File: src/rtl/change_dispenser.sv
// Coin payout controller: pays an owed amount as 20/10/5 coins, largest coin first, via a hopper handshake.
// Optional LOW_COIN_WARN_EN macro enables a registered low-tube warning on low_coin.
module change_dispenser #(
  parameter int INIT_CNT    = 3,
  parameter int GAP_CYCLES  = 2,
  parameter int ACK_TIMEOUT = 16
`ifdef LOW_COIN_WARN_EN
  , parameter int LOW_THRESH = 2
`endif
) (
  input  logic       clk,
  input  logic       reset_n,
  input  logic       change_req,
  input  logic [7:0] change_amt,
  input  logic       hopper_ack,
  input  logic       refill,
  input  logic [1:0] refill_coin,
  input  logic       jam_clr,
  output logic       eject_valid,
  output logic [1:0] eject_coin,
  output logic       busy,
  output logic       done,
  output logic       short_change,
  output logic [7:0] short_amt,
  output logic       jam,
  output logic       low_coin
);

  typedef enum logic [2:0] {S_IDLE, S_SELECT, S_EJECT, S_GAP, S_DONE, S_JAM} state_t;

  localparam logic [1:0] C5  = 2'b01;
  localparam logic [1:0] C10 = 2'b10;
  localparam logic [1:0] C20 = 2'b11;
  localparam logic [3:0] CNT_INIT = 4'(INIT_CNT);
  localparam logic [7:0] ACK_LOAD = 8'(ACK_TIMEOUT - 1);
  localparam logic [7:0] GAP_LOAD = (GAP_CYCLES > 0) ? 8'(GAP_CYCLES - 1) : 8'd0;

  state_t     r_state;
  logic [7:0] r_rem;
  logic [7:0] r_timer;
  logic [3:0] r_cnt5, r_cnt10, r_cnt20;
  logic       r_ev;
  logic [1:0] r_coin;
  logic       r_busy, r_done, r_short, r_jam;
  logic [7:0] r_samt;

  logic [1:0] w_sel;
  logic       w_ack_take;
  logic       w_req_nz;
  logic [7:0] w_rem_base;
  logic [8:0] w_rem_sum;
  logic [7:0] w_rem_upd;

  function automatic logic [7:0] coin_value(input logic [1:0] c);
    case (c)
      C5:      coin_value = 8'd5;
      C10:     coin_value = 8'd10;
      C20:     coin_value = 8'd20;
      default: coin_value = 8'd0;
    endcase
  endfunction

  function automatic logic [3:0] tube_next(input logic [3:0] cnt, input logic inc,
                                           input logic dec);
    if (inc && !dec && cnt != 4'd15)      tube_next = cnt + 4'd1;
    else if (dec && !inc && cnt != 4'd0)  tube_next = cnt - 4'd1;
    else                                  tube_next = cnt;
  endfunction

  always_comb begin
    w_sel = 2'b00;
    if (r_rem >= 8'd20 && r_cnt20 != 4'd0)      w_sel = C20;
    else if (r_rem >= 8'd10 && r_cnt10 != 4'd0) w_sel = C10;
    else if (r_rem >= 8'd5 && r_cnt5 != 4'd0)   w_sel = C5;
  end

  // Owed amount after this cycle's accepted coin and any new request (saturating).
  assign w_ack_take = (r_state == S_EJECT) && hopper_ack;
  assign w_req_nz   = change_req && (change_amt != 8'd0);
  assign w_rem_base = w_ack_take ? (r_rem - coin_value(r_coin)) : r_rem;
  assign w_rem_sum  = {1'b0, w_rem_base} + {1'b0, change_amt};
  assign w_rem_upd  = !change_req ? w_rem_base : (w_rem_sum[8] ? 8'hFF : w_rem_sum[7:0]);

  always_ff @(posedge clk or negedge reset_n) begin
    if (!reset_n) begin
      r_cnt5  <= CNT_INIT;
      r_cnt10 <= CNT_INIT;
      r_cnt20 <= CNT_INIT;
    end else begin
      r_cnt5  <= tube_next(r_cnt5,  refill && refill_coin == C5,  w_ack_take && r_coin == C5);
      r_cnt10 <= tube_next(r_cnt10, refill && refill_coin == C10, w_ack_take && r_coin == C10);
      r_cnt20 <= tube_next(r_cnt20, refill && refill_coin == C20, w_ack_take && r_coin == C20);
    end
  end

  always_ff @(posedge clk or negedge reset_n) begin
    if (!reset_n) begin
      r_state <= S_IDLE;
      r_rem   <= 8'd0;
      r_timer <= 8'd0;
      r_ev    <= 1'b0;
      r_coin  <= 2'b00;
      r_busy  <= 1'b0;
      r_done  <= 1'b0;
      r_short <= 1'b0;
      r_samt  <= 8'd0;
      r_jam   <= 1'b0;
    end else begin
      r_done  <= 1'b0;
      r_short <= 1'b0;
      case (r_state)
        S_IDLE: begin
          if (w_req_nz) begin
            r_rem   <= change_amt;
            r_busy  <= 1'b1;
            r_state <= S_SELECT;
          end
        end
        S_SELECT: begin
          r_rem <= w_rem_upd;
          if (w_sel != 2'b00) begin
            r_ev    <= 1'b1;
            r_coin  <= w_sel;
            r_timer <= ACK_LOAD;
            r_state <= S_EJECT;
          end else if (w_req_nz) begin
            // New money arrived: re-evaluate next cycle rather than finishing or shorting.
            r_state <= S_SELECT;
          end else if (r_rem == 8'd0) begin
            r_state <= S_DONE;
          end else begin
            r_short <= 1'b1;
            r_samt  <= r_rem;
            r_rem   <= 8'd0;
            r_busy  <= 1'b0;
            r_state <= S_IDLE;
          end
        end
        S_EJECT: begin
          r_rem <= w_rem_upd;
          if (hopper_ack) begin
            r_ev   <= 1'b0;
            r_coin <= 2'b00;
            if (GAP_CYCLES == 0) begin
              r_state <= S_SELECT;
            end else begin
              r_timer <= GAP_LOAD;
              r_state <= S_GAP;
            end
          end else if (r_timer == 8'd0) begin
            r_ev    <= 1'b0;
            r_coin  <= 2'b00;
            r_jam   <= 1'b1;
            r_state <= S_JAM;
          end else begin
            r_timer <= r_timer - 8'd1;
          end
        end
        S_GAP: begin
          r_rem <= w_rem_upd;
          if (r_timer == 8'd0) r_state <= S_SELECT;
          else                 r_timer <= r_timer - 8'd1;
        end
        S_DONE: begin
          // A late request is folded into this payout; done only fires once it is all paid.
          if (w_req_nz) begin
            r_rem   <= change_amt;
            r_state <= S_SELECT;
          end else begin
            r_done  <= 1'b1;
            r_busy  <= 1'b0;
            r_state <= S_IDLE;
          end
        end
        S_JAM: begin
          r_rem <= w_rem_upd;
          if (jam_clr) begin
            r_jam   <= 1'b0;
            r_state <= S_SELECT;
          end
        end
        default: begin
          r_ev    <= 1'b0;
          r_coin  <= 2'b00;
          r_busy  <= 1'b0;
          r_state <= S_IDLE;
        end
      endcase
    end
  end

`ifdef LOW_COIN_WARN_EN
  localparam logic [3:0] LOW_T = 4'(LOW_THRESH);
  logic r_low;

  always_ff @(posedge clk or negedge reset_n) begin
    if (!reset_n) r_low <= 1'b0;
    else          r_low <= (r_cnt5 < LOW_T) || (r_cnt10 < LOW_T) || (r_cnt20 < LOW_T);
  end

  assign low_coin = r_low;
`else
  assign low_coin = 1'b0;
`endif

  assign eject_valid  = r_ev;
  assign eject_coin   = r_coin;
  assign busy         = r_busy;
  assign done         = r_done;
  assign short_change = r_short;
  assign short_amt    = r_samt;
  assign jam          = r_jam;

endmodule

File: config.mk
export PLATFORM = sky130hd
export DESIGN_NAME = change_dispenser
export DESIGN_NICKNAME = d
export VERILOG_FILES = /design/src/rtl/change_dispenser.sv
export SDC_FILE = /design/constraint.sdc
export NUM_CORES = 1
export LEC_CHECK = 0
export BUFFER_PORTS_ARGS = -buffer_cell sky130_fd_sc_hd__buf_2
export CORE_ASPECT_RATIO = 1.5
export CORE_MARGIN = 2
export CORE_UTILIZATION = 49
export CTS_BUF_LIST = sky130_fd_sc_hd__clkbuf_16
export CTS_CLUSTER_DIAMETER = 40
export CTS_CLUSTER_SIZE = 30
export DETAILED_ROUTE_END_ITERATION = 6
export PLACE_DENSITY = 0.78
export SYNTH_ARGS = -nofsm -noshare
export SYNTH_HDL_FRONTEND = slang
export SYNTH_SLANG_ARGS = --single-unit
export TNS_END_PERCENT = 20
File: constraint.sdc
create_clock -name clk -period 7.8 [get_ports clk]
set_input_delay 2.34 -clock clk [delete_from_list [all_inputs] [get_ports clk]]
set_output_delay 2.34 -clock clk [all_outputs]
set_load 0.01 [all_outputs]
==> qor.txt <==
sequential share of power: 31.7%
Post-Place Cells: 457
Seq cells post-synth: 46
share of the synthesized area in the top cell type: 30.8%
syn_area_per_cell: 9.06 um^2
Final period util: 64.6%
slew margin rel.: 32.8%
Startpoint Class: primary input
layout cell share with drive strength beyond 1: 15.2%
maximum vdd ir drop: 0.141 mV
outcome: complete, no violations
Gate Count Post-Synth: 359
Buffers on Ports: 30
final hold vios: 0
CTS Buffer Depth: 2
Primary FF master, synth: dfrtp_1
final setup violation count: 0
Post-DRT Antenna Nets: 0
worst skew pair latency: 290 ps
largest net degree at the start of global routing: 47
Initial DRC Count: 147
GPL Wtd Cong: 0.863
cell type with the highest aggregate area in the netlist: dfrtp_1
CTS tree: done
Rows: 36
mapped cell area: 0.00325 mm^2
post-CTS sizing: 0
fin area: 0.00359 mm^2
internal power: 833 uW
global-route wire length before repair: 12.4 mm
clk_skew: 5.89 ps
Detailed Route WL: 7.22 mm
async set or reset register ratio after synthesis: 100%
Synth area leaders: dfrtp_1, ha_1, dfstp_2
crit path DAT: 5210 ps
Max Clock Freq: 199 MHz
initial antenna violation count: 0
switching power: 707 uW
HPWL after DPL: 5.48 mm
Pwr Density: 429 mW/mm^2
most frequent cell after synthesis: nand2_1
Clk network pwr share: 13.5%
fin nets: 430
fill cell count: 589
Wirelength per Cell: 15.5 um
critical path type: in2reg
CTS H-tree lvls: 2
Core Footprint: 0.00644 mm^2
Worst Hold Class: reg2reg
I/O pins: 32
gr usage total: 20.8%
post-synthesis cell type count: 58
Gate power share: 54.8%
clock sink count: 46
dpl cell area: 0.00345 mm^2
worst-path fanout max: 15
CP required: 7970 ps
Overall Power: 1540 uW
crit path time final: 5040 ps
GRT overflow: 0
Die Y: 104 um
Post-synth EDFFs: 0
TritonCTS Buffers: 5
Inserted Diodes: 0
Hold Buf Count CTS: 0
MaxCap Viol Count: 0
critical path endpoint category: flop
DR vias/cell: 6.12
RSZ-0062 raised after global routing: false
DIE AREA: 0.00732 mm^2
setup bufs post-CTS: 0
Die W: 70.5 um
Vias: 2848
synthesized net count: 401
Seq/Total Area, Yosys: 35.6%
CTS clk-pin slew, worst paths: 60 ps
final std cells w/o fill: 465
setup TNS: 0 ps
fin. max-slew vios: 0
Root Driver: clkbuf_16
leakage: 0.00163 uW
Switching Share: 45.9%
measured slew at the worst slew-check pin: 1010 ps
initial core utilization: 50.5%
Synth top cells by count: nand2_1, dfrtp_1, nor2_1
Pre-antenna DRT Iters: 5
post-layout util: 55.7%
number of remaining DRC errors: 0
P&R area growth vs syn: 10.4%
Ys Warns: 0
vias in the first global route: 2722
-- cell usage in the layout, fill, tap and decap left out, types with 7 or more instances in the layout --
master | synthesis | final
a31oi_1 | 10 | 10
xnor2_1 | 9 | 9
o21ai_1 | 7 | 7
buf_2 | 3 | 30
ha_1 | 21 | 21
a21oi_1 | 23 | 23
nand2_1 | 41 | 41
inv_1 | 11 | 11
nand3_1 | 12 | 12
o21ai_0 | 19 | 19
dfrtp_1 | 40 | 40
xor2_1 | 9 | 9
nor2_1 | 35 | 35
-- sequential cells by signal, summed over array words and instances, names as in the netlist --
register,count
r_rem,8
r_timer,8
short_amt,8
r_cnt10,4
r_cnt20,4
r_cnt5,4
r_state,3
eject_coin,2
busy,1
done,1
eject_valid,1
jam,1
short_change,1
-- per-layer routing --
metal / wire (um) / track usage (%) / up-vias
li1: - / - / 1376
met1: 3010 / 25.5 / 1375
met2: 3750 / 36.3 / 83
met3: 285 / 3.11 / 14
met4: 169 / 8.36 / 0
met5: 0 / 0 / -
-- cell families (layout without fill, tap and decap cells) --
group / count (synthesis) / count (layout) / synth area share, %
multiplexers: 15 / 15 / 5.69
other: 1 / 1 / 0.115
flip-flops: 46 / 46 / 35.6
adder cells (fa/ha/maj): 26 / 26 / 11.2
buffers and inverters: 21 / 51 / 3.12
AND/OR/NAND/NOR: 132 / 132 / 19.9
AO/OA/AOI/OAI: 100 / 100 / 19.6
XOR/XNOR: 18 / 18 / 4.85
-- through the flow --
step / setup slack [ps] / hold slack, ps
2_1_floorplan: 2940 / 465
3_3_place_gp: 2640 / 457
3_5_place_dp: 2480 / 472
4_1_cts: 2790 / 488
5_1_grt: 2590 / 516
6_report: 2760 / 484
-- cell type report --
class / instances / area (um^2) / share of cell area, %
Multi-Input combinational cell: 292 / 1990 / 55.5
Sequential cell: 46 / 1160 / 32.3
Timing Repair Buffer: 31 / 158 / 4.39
Clock buffer: 5 / 125 / 3.48
Tap cell: 76 / 95.1 / 2.65
Inverter: 12 / 45.0 / 1.25
Clock inverter: 3 / 16.3 / 0.453
-- worst paths after layout --
| path | from | to | slack (ps) | cells past startpoint |
|---|---|---|---|---|
| max in group asynchronous | reset_n | done$_DFF_PN0_ | 4950 | 1 |
| min reg2reg | eject_valid$_DFFE_PN0P_ | eject_valid$_DFFE_PN0P_ | 480 | 2 |
| max reg2reg | eject_coin[0]$_DFFE_PN0P_ | r_rem[7]$_DFFE_PN0P_ | 3910 | 15 |
| max | hopper_ack | r_rem[7]$_DFFE_PN0P_ | 2760 | 12 |
| min | eject_valid$_DFFE_PN0P_ | eject_valid$_DFFE_PN0P_ | 480 | 2 |
| min in group asynchronous | reset_n | short_amt[4]$_DFFE_PN0P_ | 2210 | 1 |
-- critical path: stages --
cell and delay (ps):
buf_2 110, nand3_1 360, nand2_1 190, o21ai_0 130
ha_1 250, fa_1 400, a21oi_1 140, nor2b_1 80
a31oi_1 320, or4bb_1 510, a211oi_1 250, o31ai_1 100
-- power groups by stage --
stage / logic [uW] / registers (uW) / clock network, uW
after floorplan: 674 / 450 / 0
after global placement: 802 / 486 / 0
after detailed placement: 830 / 491 / 0
after CTS: 839 / 487 / 212
after global routing: 964 / 508 / 222
final: 844 / 488 / 208
(Power assumes the default switching activity.)
